--- config.mk ---
export PLATFORM = sky130hd
export DESIGN_NAME = adder_tree_1d_p4
export DESIGN_NICKNAME = d
export VERILOG_FILES = /design/src/rtl/adder_tree_1d_p4.sv
export SDC_FILE = /design/constraint.sdc
export NUM_CORES = 1
export LEC_CHECK = 0
export CAP_MARGIN = 5
export CORE_MARGIN = 3
export CORE_UTILIZATION = 50
export DETAILED_ROUTE_END_ITERATION = 16
export GPL_TIMING_DRIVEN = 1
export HOLD_SLACK_MARGIN = 0.08
export PLACE_DENSITY = 0.87
export SLEW_MARGIN = 20
export SYNTH_ARGS = -nofsm -noshare
export SYNTH_HDL_FRONTEND = slang
export SYNTH_SLANG_ARGS = --single-unit
--- constraint.sdc ---
create_clock -name clk -period 4.66 [get_ports clk]
set_clock_uncertainty 0.05 [all_clocks]
set_input_delay 0.932 -clock clk [delete_from_list [all_inputs] [get_ports clk]]
set_output_delay 0.932 -clock clk [all_outputs]
set_load 0.01 [all_outputs]
--- src/rtl/adder_tree_1d_p4.sv ---
// Pipelined radix-4 signed adder tree: reduces INPUT_SIZE words to one WIDTH-bit sum.
// Latency: L = ceil(log4(INPUT_SIZE)) cycles (minimum 1), one register level per tree level.
// Backpressure: none; accepts a new vector every cycle. Optional ADDER_TREE_SAT_EN clamps each node.
module adder_tree_1d_p4 #(
    parameter int WIDTH      = 16,
    parameter int INPUT_SIZE = 10
) (
    input  logic                    clk,
    input  logic                    reset,
    input  logic signed [WIDTH-1:0] input_data [INPUT_SIZE-1:0],
    output logic signed [WIDTH-1:0] output_data
);

    // Number of register levels: keep grouping by four until one node remains.
    function automatic int level_count(input int n);
        int l;
        int c;
        l = 0;
        c = n;
        do begin
            c = (c + 3) / 4;
            l++;
        end while (c > 1);
        return l;
    endfunction

    // Node count at a given level (level 0 is the input vector itself).
    function automatic int nodes_at(input int l);
        int c;
        c = INPUT_SIZE;
        for (int i = 0; i < l; i++) c = (c + 3) / 4;
        return c;
    endfunction

    // Start index of a level inside the flat node array.
    function automatic int offset_of(input int l);
        int o;
        o = 0;
        for (int i = 0; i < l; i++) o += nodes_at(i);
        return o;
    endfunction

    localparam int LEVELS = level_count(INPUT_SIZE);
    localparam int TOTAL  = offset_of(LEVELS + 1);

`ifdef ADDER_TREE_SAT_EN
    // Two guard bits are enough for a sum of four WIDTH-bit operands.
    localparam int SW = WIDTH + 2;
`else
    localparam int SW = WIDTH;
`endif

    // Every level laid end to end: inputs first, the final single node last.
    logic signed [WIDTH-1:0] node [TOTAL];

    for (genvar i = 0; i < INPUT_SIZE; i++) begin : g_in
        assign node[i] = input_data[i];
    end

    for (genvar l = 1; l <= LEVELS; l++) begin : g_lvl
        localparam int NIN  = nodes_at(l - 1);
        localparam int NOUT = nodes_at(l);
        localparam int IOFF = offset_of(l - 1);
        localparam int OOFF = offset_of(l);

        for (genvar k = 0; k < NOUT; k++) begin : g_node
            logic signed [SW-1:0]    op [4];
            logic signed [SW-1:0]    sum_w;
            logic signed [WIDTH-1:0] nxt;
            logic signed [WIDTH-1:0] q;

            // Missing operands in the last node of a level contribute zero.
            for (genvar j = 0; j < 4; j++) begin : g_op
                if (4 * k + j < NIN) begin : g_used
                    assign op[j] = SW'(node[IOFF + 4 * k + j]);
                end else begin : g_pad
                    assign op[j] = '0;
                end
            end

            assign sum_w = op[0] + op[1] + op[2] + op[3];

`ifdef ADDER_TREE_SAT_EN
            localparam logic signed [SW-1:0] MAXV = {3'b000, {(WIDTH-1){1'b1}}};
            localparam logic signed [SW-1:0] MINV = {3'b111, {(WIDTH-1){1'b0}}};

            // Clamp the widened node sum into the signed WIDTH-bit range.
            always_comb begin
                nxt = sum_w[WIDTH-1:0];
                if (sum_w > MAXV)      nxt = MAXV[WIDTH-1:0];
                else if (sum_w < MINV) nxt = MINV[WIDTH-1:0];
            end
`else
            // Plain wrap-around: the WIDTH-bit sum is already modulo 2^WIDTH.
            assign nxt = sum_w;
`endif

            // Register the node sum; reset flushes all in-flight partial sums.
            always_ff @(posedge clk) begin
                if (reset) q <= '0;
                else       q <= nxt;
            end

            assign node[OOFF + k] = q;
        end
    end

    assign output_data = node[TOTAL-1];

endmodule

==> reports/metrics.sh, run 1 <==
IO_BUFFERS=177
ROW_COUNT=41
REG2REG_DEPTH=8
LAYOUT_WORST_PATH_CYCLE_SHARE_PCT=90.54
POST_CTS_BUFFERS=0
SW_FRAC_OF_TOTAL_PCT=39.92
CLOCK_LATENCY_PS=320
CTS-ROOT-BUF='sky130_fd_sc_hd__clkbuf_16'
ARRIVAL_PS=4380
POST-DP-HPWL_UM=12600
PIN_COUNT=178
CLOCK.FMAX_MHz=237.0
SLOWEST_STAGE_CELL_ON_THE_CRITICAL_PATH='sky130_fd_sc_hd__fa_1'
POWER_PER_CELL_AREA_nW_PER_UM2=457.4
FINAL_CELL_AREA_SQ_UM=8907
YOSYS_MOST_USED_DFF='sky130_fd_sc_hd__dfxtp_1'
P_SEQ_SHARE_PCT=20.7
HOLD_PATH.CLASS='register to register'
SYNTHTOLAYOUTAREAGROWTH_PCT=35.42
NUM-NETS-FINAL=1234
HOLDWS_PS=596.9
WORST_IR_DROP_VDD_uV=293.2
UNREPAIRED_SETUP_ENDPOINTS_AFTER_GLOBAL_ROUTING='false'
POWER.SWITCHING_W=0.001627
CLOCK_TREE.BUFFER_DEPTH=2
CLOCK_SINKS=64
ASYNC_RESET_FF_SHARE_PCT=0
SETUP.WORST_PATH.END_CLASS='register'
CRITICAL_PATH.STARTPOINT_TYPE='input port'
PLEAK_nW=4.330
PLACED_AREA_SQ_UM=8553
FLOORPLAN.DIE.WIDTH_UM=120.7
GRT_OVERFLOW_TOTAL=0
WORST_STAGE_DELAY_ON_THE_CRITICAL_PATH_PS=560
COMB_POWER_SHARE_PCT=60.1
NETLIST_AREA_SQ_UM=6578
NUMBER_OF_LOGIC_STAGES_ON_THE_CRITICAL_PATH_INCLUDING_BUFFERING=10
FILLERS=1026
TRITONCTS_CLOCK_TREE='yes'
CRIT_TYPE='input port to register'
ANTENNA_FOUND_INITIAL=0
DIE-HEIGHT_UM=120.7
SETUP_TNS_PS=0
TRITONCTS.NUM_BUFFERS=9
NETLIST_TOP_CELLS_AREA='sky130_fd_sc_hd__fa_1 23%, sky130_fd_sc_hd__dfxtp_1 19%, sky130_fd_sc_hd__ha_1 11%'
OUTCOME='finished clean'
DETAILEDROUTE.FIRSTITERATIONVIOLATIONS=300
CRITPATHLAUNCH='input_data[65]'
MAXSLEWVIOLCOUNT=0
SYNTH_ENABLE_FLOP_CELLS=0
CRIT_FAMILY='adder cells'
CRITICAL_PATH.REG2REG.STARTPOINT='g_lvl[1].g_node[0].q[1]'
DETAILROUTE.WIRELENGTH.MET3_UM=1002
SYNTH_SEQUENTIAL_AREA_RATIO_PCT=19.48
TIGHTESTPINTRANSITION_PS=731.2
INTPOWER_W=0.002448
POSTROUTEANTENNANETS=0
SYNTHESIS.NETS=1051
ROUTE.MET2.WL_UM=8135
SERIES_OF_CELL_INSTANCES_ALONG_THE_CRITICAL_PATH='clkdlybuf4s50_1, fa_1, fa_1, ha_1, fa_1, a211oi_1, o21bai_1, a211oi_2, o21ai_1, mux2_4'
MAX-CAP-VIOLATIONS=0
DRT-TOTAL-WL_UM=15270
PATH_BUF_INV=1
TIMING.CRITICAL_PATH.MODE_CELL='sky130_fd_sc_hd__fa_1'
CRITPATHREQUIREDTIME_PS=4820
FINAL_UTIL_PCT=70.01
CLKSLEWWORSTSETUPHOLDPATHS_PS=60
GRT_TOTAL_USAGE_PCT=21.24
OVERALL_DIE_AREA_SQ_UM=14570
TOPROUTINGLAYERUSED='met4'
GRT_PASS1_VIAS=5751
GRT_FIRST_PASS_WIRELENGTH_UM=25340
FRACTION_OF_LAYOUT_INSTANCES_USING_A_DRIVE_STRENGTH_ABOVE_1_PCT=4.463
RR_ENDPOINT='output_data[13]'
GATES_RESIZED_CTS_REPAIR=0
FRACTION_OF_POWER_CONSUMED_BY_THE_CLOCK_NETWORK_PCT=19.2
REG2REG_SLACK_PS=1670
START_UTIL_PCT=51.70
FINALHOLDVIOLATIONS=0
AVGVIACOUNTPERCELL=5.164
DETAIL_ROUTE.WL_PER_CELL_UM=13.72
GP_CONGESTION=0.8710
DESIGN.CORE.AREA_SQ_UM=12720
POST_SYNTH.CELL_AREA_AVG_SQ_UM=8.735
VIA_COUNT=5748
SYNTH_TOP_CELL_AREA_SHARE_PCT=23.44
DIODES=0
SYNTH.LIB_CELLS_USED.DISTINCT=59
POST-SYNTH-TOP-AREA-CELL='sky130_fd_sc_hd__fa_1'
FINALWORSTPATHREQUIREDPERIOD_PS=4219
YS_FF_LATCH=64
POST_SYNTHESIS_CELL_COUNT=753
CP-ENDPOINT='g_lvl[1].g_node[1].q[13]'
MAXSLEWHEADROOM_PCT=51.26
SYNTH_WARNINGS=0
DRT-PASS1-ITER-COUNT=6
DRT_DRC_VIOLATIONS_LEFT=0
CTSHTREEMAXLEVEL=3
M1WIRELENGTH_UM=5924
CRIT_PATH_MAX_FANOUT=4
REPORT.FINAL.SETUP_VIOL=0
GRT_MAX_DEGREE=71
POWER.TOTAL_W=0.004074
HOLD_BUFFERS=0
[cell families after synthesis]
logic type | Yosys count | synth area share, %
buffers and inverters | 191 | 10.94
AOI/OAI and AO/OA | 173 | 18.01
and+or+nand+nor | 145 | 10.65
adders and majority gates | 136 | 34.66
DFF | 64 | 19.48
xor gates and xnor gates | 35 | 4.661
muxes | 9 | 1.598
[state kept, by name, indices dropped and copies added (netlist names)]
register / flops
g_lvl.g_node.q: 48
output_data: 16
[worst min-delay path, cell delays in order (launching register included)]
cell                      delay, ps
sky130_fd_sc_hd__dfxtp_1        300
sky130_fd_sc_hd__inv_1           60
sky130_fd_sc_hd__fa_1           180
sky130_fd_sc_hd__nor2_1          60
[stage by stage]
step | worst slack [ps] | instances
2_1_floorplan | 844.0 | 753
3_3_place_gp | 212.5 | 1097
3_5_place_dp | 194.4 | 1097
4_1_cts | 488.9 | 1113
5_1_grt | 211.1 | 1113
6_report | 440.9 | 1113
[layout by cell type, fill, tap and decap left out, types with 5 or more instances in the layout]
cell                              count
sky130_fd_sc_hd__inv_1              182
sky130_fd_sc_hd__o211ai_1             8
sky130_fd_sc_hd__a31oi_1              6
sky130_fd_sc_hd__a211oi_1            14
sky130_fd_sc_hd__nor2_1              60
sky130_fd_sc_hd__nor4_1               5
sky130_fd_sc_hd__fa_1                77
sky130_fd_sc_hd__xor2_1              15
sky130_fd_sc_hd__nor2b_1             19
sky130_fd_sc_hd__nand4_1              9
sky130_fd_sc_hd__nor3_1               9
sky130_fd_sc_hd__dfxtp_1             64
sky130_fd_sc_hd__xnor2_1             20
sky130_fd_sc_hd__mux2_2               7
sky130_fd_sc_hd__ha_1                59
sky130_fd_sc_hd__and3_1               6
sky130_fd_sc_hd__clkdlybuf4s50_1    176
sky130_fd_sc_hd__nand2_1             18
sky130_fd_sc_hd__a21oi_1             41
sky130_fd_sc_hd__nand3_1              9
sky130_fd_sc_hd__o21ai_0             31
sky130_fd_sc_hd__clkbuf_16            9
sky130_fd_sc_hd__o21a_1               7
sky130_fd_sc_hd__a21o_1              29
[metal layers]
| layer | global-route usage, % | vias up |
|---|---|---|
| met3 | 4.818 | 20 |
| met5 | 0 | - |
| met1 | 23.73 | 2718 |
| met2 | 41.11 | 188 |
| li1 | - | 2822 |
| met4 | 4.037 | 0 |
[cells in the mapped netlist, drive strengths merged, types with 2 or more instances]
library cell / instances
nor4: 5
o21bai: 4
mux2: 9
a21bo: 2
nor3: 9
nand3: 9
a21o: 29
o211ai: 8
a311o: 2
nor2b: 19
a31oi: 6
clkbuf: 4
or3: 2
and4: 2
o21a: 7
a41oi: 5
nand2: 18
nor2: 60
o2111ai: 2
buf: 5
a211oi: 17
ha: 59
xor2: 15
a21boi: 3
inv: 182
dfxtp: 64
a21oi: 42
o21ai: 34
fa: 77
a211o: 2
nand4: 9
xnor2: 20
and3: 6
[final cells by class]
type / instances / area [sq um] / area share (%)
Sequential cell: 64 / 1281 / 14.38
Timing Repair Buffer: 181 / 1797 / 20.17
Tap cell: 172 / 215.2 / 2.416
Clock inverter: 6 / 115.1 / 1.292
Clock buffer: 10 / 239.0 / 2.683
Multi-Input combinational cell: 498 / 4577 / 51.38
Inverter: 182 / 683.2 / 7.670
[power by group through the flow]
stage / Clock, W / Combinational (W) / Sequential, W
6_report: 0.000783 / 0.00245 / 0.000844
5_1_grt: 0.000819 / 0.00274 / 0.000868
4_1_cts: 0.000793 / 0.00244 / 0.000850
3_5_place_dp: 0 / 0.00239 / 0.000858
3_3_place_gp: 0 / 0.00230 / 0.000855
2_1_floorplan: 0 / 0.00174 / 0.000845
[worst min path at each step]
stage	start	slack [ps]	end	cells past startpoint
after detailed placement	g_lvl[1].g_node[2].q[0]	610	output_data[0]	3
after floorplan	g_lvl[1].g_node[2].q[0]	510	output_data[0]	3
after CTS	g_lvl[1].g_node[2].q[0]	620	output_data[0]	3
after global routing	g_lvl[1].g_node[2].q[0]	650	output_data[0]	3
after global placement	g_lvl[1].g_node[1].q[0]	530	output_data[0]	3
final	g_lvl[1].g_node[2].q[0]	600	output_data[0]	3
No activity file was read; power rests on OpenSTA's default activity.
==> run 2, diff against run 1 <==
--- a/config.mk
+++ b/config.mk
@@ -8,6 +8,7 @@
 export CAP_MARGIN = 5
 export CORE_MARGIN = 3
 export CORE_UTILIZATION = 50
+export CTS_CLUSTER_DIAMETER = 100
 export DETAILED_ROUTE_END_ITERATION = 16
 export GPL_TIMING_DRIVEN = 1
 export HOLD_SLACK_MARGIN = 0.08
==> results of run 2 <==
No change in the layout: final DEF, timing and power equal those of run 1.
==> run 3, diff against run 2 <==
--- a/config.mk
+++ b/config.mk
@@ -5,14 +5,14 @@
 export SDC_FILE = /design/constraint.sdc
 export NUM_CORES = 1
 export LEC_CHECK = 0
-export CAP_MARGIN = 5
+export ABC_AREA = 1
 export CORE_MARGIN = 3
 export CORE_UTILIZATION = 50
 export CTS_CLUSTER_DIAMETER = 100
 export DETAILED_ROUTE_END_ITERATION = 16
 export GPL_TIMING_DRIVEN = 1
 export HOLD_SLACK_MARGIN = 0.08
-export PLACE_DENSITY = 0.87
+export PLACE_DENSITY = 0.86
 export SLEW_MARGIN = 20
 export SYNTH_ARGS = -nofsm -noshare
 export SYNTH_HDL_FRONTEND = slang
==> run 3 against run 2 <==
Compared with the run above: die area is 11% higher; sequential share of layout area is 1.0 points lower; combinational power is 3% higher; cell count is 32% higher; highest routed layer unchanged.
==> reports/metrics.sh, run 3 <==
ROW_COUNT=43
POST-SYNTH-TOP-AREA-CELL='sky130_fd_sc_hd__fa_1'
POWER_PER_CELL_AREA_nW_PER_UM2=414.6
DRT-TOTAL-WL_UM=16530
CRITPATHREQUIREDTIME_PS=4810
GRT_OVERFLOW_TOTAL=0
POST-SYNTH-TOP-COUNT-CELL='sky130_fd_sc_hd__inv_1'
REGAREA_SQ_UM=1281
LARGEST_REGISTER='g_lvl.g_node.q'
CLOCK_SINKS=64
POST_CTS_BUFFERS=0
LEADING_CELL_TYPES_IN_THE_LAYOUT_FILL_AND_TAPS_EXCLUDED='307 x sky130_fd_sc_hd__inv_1, 297 x sky130_fd_sc_hd__nand2_1, 177 x sky130_fd_sc_hd__clkdlybuf4s50_1, 97 x sky130_fd_sc_hd__nor2_1, 77 x sky130_fd_sc_hd__fa_1'
WORST_SLACK_PS=1001
LARGEST_REGISTER_FFS=48
REPORT.FINAL.SETUP_VIOL=0
PLEAK_nW=5.374
CTS-ROOT-BUF='sky130_fd_sc_hd__clkbuf_16'
CLOCK_TREE.BUFFER_DEPTH=2
CTSHTREEMAXLEVEL=3
FLOORPLAN.DIE.WIDTH_UM=127.2
DETAILEDROUTE.FIRSTITERATIONVIOLATIONS=349
POST_SYNTHESIS_CELL_COUNT=1099
YOSYS_MOST_USED_DFF='sky130_fd_sc_hd__dfxtp_1'
MOSTFREQUENTLAYOUTCELL='sky130_fd_sc_hd__inv_1'
MAXSLEWHEADROOM_PCT=49.49
MAXSLEWVIOLCOUNT=0
PIN_COUNT=178
GRT_MAX_DEGREE=27
ARRIVAL_PS=3810
FINAL_CELL_AREA_SQ_UM=9588
HOLD_PATH.CLASS='register to register'
YS_FF_LATCH=64
MAX-CAP-VIOLATIONS=0
CLKSLEWWORSTSETUPHOLDPATHS_PS=50
GRT_PASS1_VIAS=6753
POST-DP-HPWL_UM=14360
TRITONCTS.NUM_BUFFERS=9
REG2REG_SLACK_PS=2280
DETAIL_ROUTE.WL_PER_CELL_UM=11.29
GP_CONGESTION=0.9076
NETLIST_AREA_SQ_UM=7347
TRITONCTS_CLOCK_TREE='yes'
FRACTION_OF_LAYOUT_INSTANCES_USING_A_DRIVE_STRENGTH_ABOVE_1_PCT=3.891
CRIT_TYPE='input port to register'
SYNTH_ENABLE_FLOP_CELLS=0
UNREPAIRED_SETUP_ENDPOINTS_AFTER_GLOBAL_ROUTING='false'
GATES_RESIZED_CTS_REPAIR=0
ASYNC_RESET_FF_SHARE_PCT=0
GRT_TOTAL_USAGE_PCT=20.76
DIODES=0
SYNTH_SEQUENTIAL_AREA_RATIO_PCT=17.44
CLOCK.FMAX_MHz=273.3
VIA_COUNT=6841
WORST_IR_DROP_VDD_uV=286.9
DIE-HEIGHT_UM=127.2
START_UTIL_PCT=51.92
HOLD_BUFFERS=0
PLACED_AREA_SQ_UM=9300
OUTCOME='finished clean'
LAYOUT_WORST_PATH_CYCLE_SHARE_PCT=78.52
TIGHTESTPINTRANSITION_PS=756.8
SYNTHTOLAYOUTAREAGROWTH_PCT=30.50
MULTIINPUTGATEAREA_SQ_UM=4843
SYNTH_TOP_CELL_AREA_SHARE_PCT=20.98
AVGVIACOUNTPERCELL=4.670
POST_SYNTH.CELL_AREA_AVG_SQ_UM=6.685
NETLIST_TOP_CELLS_COUNT='307 x sky130_fd_sc_hd__inv_1, 297 x sky130_fd_sc_hd__nand2_1, 97 x sky130_fd_sc_hd__nor2_1'
SETUP.WORST_PATH.END_CLASS='register'
OVERALL_DIE_AREA_SQ_UM=16180
NUM-NETS-FINAL=1579
FILLERS=1193
SETUP_TNS_PS=0
DRT-PASS1-ITER-COUNT=7
IO_BUFFERS=177
FINALHOLDVIOLATIONS=0
SYNTH.LIB_CELLS_USED.DISTINCT=27
CRITICAL_PATH.STARTPOINT_TYPE='input port'
CLOCK_LATENCY_PS=320
POSTROUTEANTENNANETS=0
DESIGN.CORE.AREA_SQ_UM=14150
SYNTHESIS.NETS=1397
ANTENNA_FOUND_INITIAL=0
POST-PLACE-WS_PS=666.2
SYNTH_WARNINGS=0
CRIT_PATH_MAX_FANOUT=4
FINALWORSTPATHREQUIREDPERIOD_PS=3659
NETLIST_TOP_CELLS_AREA='sky130_fd_sc_hd__fa_1 21%, sky130_fd_sc_hd__dfxtp_1 17%, sky130_fd_sc_hd__inv_1 16%'
GRT_FIRST_PASS_WIRELENGTH_UM=28190
DRT_DRC_VIOLATIONS_LEFT=0
==> run 3: cell count changes after synthesis, moves of 19 or more <==
cell	delta
sky130_fd_sc_hd__a21o_1	-29
sky130_fd_sc_hd__a21oi_1	+19
sky130_fd_sc_hd__inv_1	+125
sky130_fd_sc_hd__nand3_1	+44
sky130_fd_sc_hd__nor2_1	+37
sky130_fd_sc_hd__nand2_1	+279
sky130_fd_sc_hd__nor2b_1	-19
==> run 3: where the power goes <==
group / internal (W) / total [W] / switching (W)
clock network: 0.000422 / 0.000643 / 0.000221
logic: 0.00101 / 0.00252 / 0.00151
registers: 0.000724 / 0.000813 / 0.0000892
==> run 3: final cells by class <==
| cell class | instances | share of cell area (%) |
|---|---|---|
| inverters | 310 | 12.14 |
| multi-input cells | 717 | 50.52 |
| clock buffers | 11 | 2.532 |
| flip-flops and latches | 64 | 13.36 |
| repair buffers | 179 | 18.63 |
| well taps | 180 | 2.349 |
| clock inverters | 4 | 0.4698 |
==> run 3: cell families (layout without fill, tap and decap cells) <==
| family | Yosys count | count (layout) | share of synthesized area (%) |
|---|---|---|---|
| AND/OR/NAND/NOR | 485 | 485 | 27.71 |
| buffers and inverters | 318 | 504 | 16.64 |
| adder cells (fa/ha/maj) | 136 | 136 | 31.03 |
| AO/OA/AOI/OAI | 86 | 86 | 5.995 |
| flip-flops | 64 | 64 | 17.44 |
| XOR/XNOR | 10 | 10 | 1.192 |
==> run 3: path summary, 6_finish.rpt <==
check,startpoint,end,depth (start not counted)
hold reg to reg,g_lvl[1].g_node[1].q[0],output_data[0],3
hold / removal,g_lvl[1].g_node[1].q[0],output_data[0],3
setup reg to reg,g_lvl[1].g_node[0].q[1],output_data[13],10
setup / recovery,input_data[1],g_lvl[1].g_node[0].q[9],13
==> run 3: stage by stage <==
| stage | total power (W) | hold WS (ps) | cells | util, % |
|---|---|---|---|---|
| detailed placement | 0.003298 | 579.3 | 1450 | 65.73 |
| finish | 0.003975 | 570.1 | 1465 | 67.76 |
| floorplan | 0.002583 | 507.8 | 1099 | - |
| global route | 0.004402 | 613.0 | 1465 | 67.76 |
| global placement | 0.003200 | 535.5 | 1450 | 65.73 |
| CTS | 0.003976 | 586.2 | 1465 | 67.76 |
==> run 3: per-layer routing <==
metal	vias to the layer above	track usage [%]	wire length [um]
met3	34	3.052	856
li1	3589	-	-
met1	3014	25.11	6979
met5	-	0	0
met4	0	6.309	418
met2	204	38.08	8279
==> run 3: critical path: stages <==
cell	delay (ps)
sky130_fd_sc_hd__clkdlybuf4s50_1	460
sky130_fd_sc_hd__inv_1	50
sky130_fd_sc_hd__fa_1	530
sky130_fd_sc_hd__inv_1	50
sky130_fd_sc_hd__fa_1	440
sky130_fd_sc_hd__ha_1	260
sky130_fd_sc_hd__fa_1	490
sky130_fd_sc_hd__nand3_1	90
sky130_fd_sc_hd__nand3_1	130
sky130_fd_sc_hd__nand2_1	90
sky130_fd_sc_hd__nand2_1	70
sky130_fd_sc_hd__o21ai_0	160
sky130_fd_sc_hd__a21oi_1	60
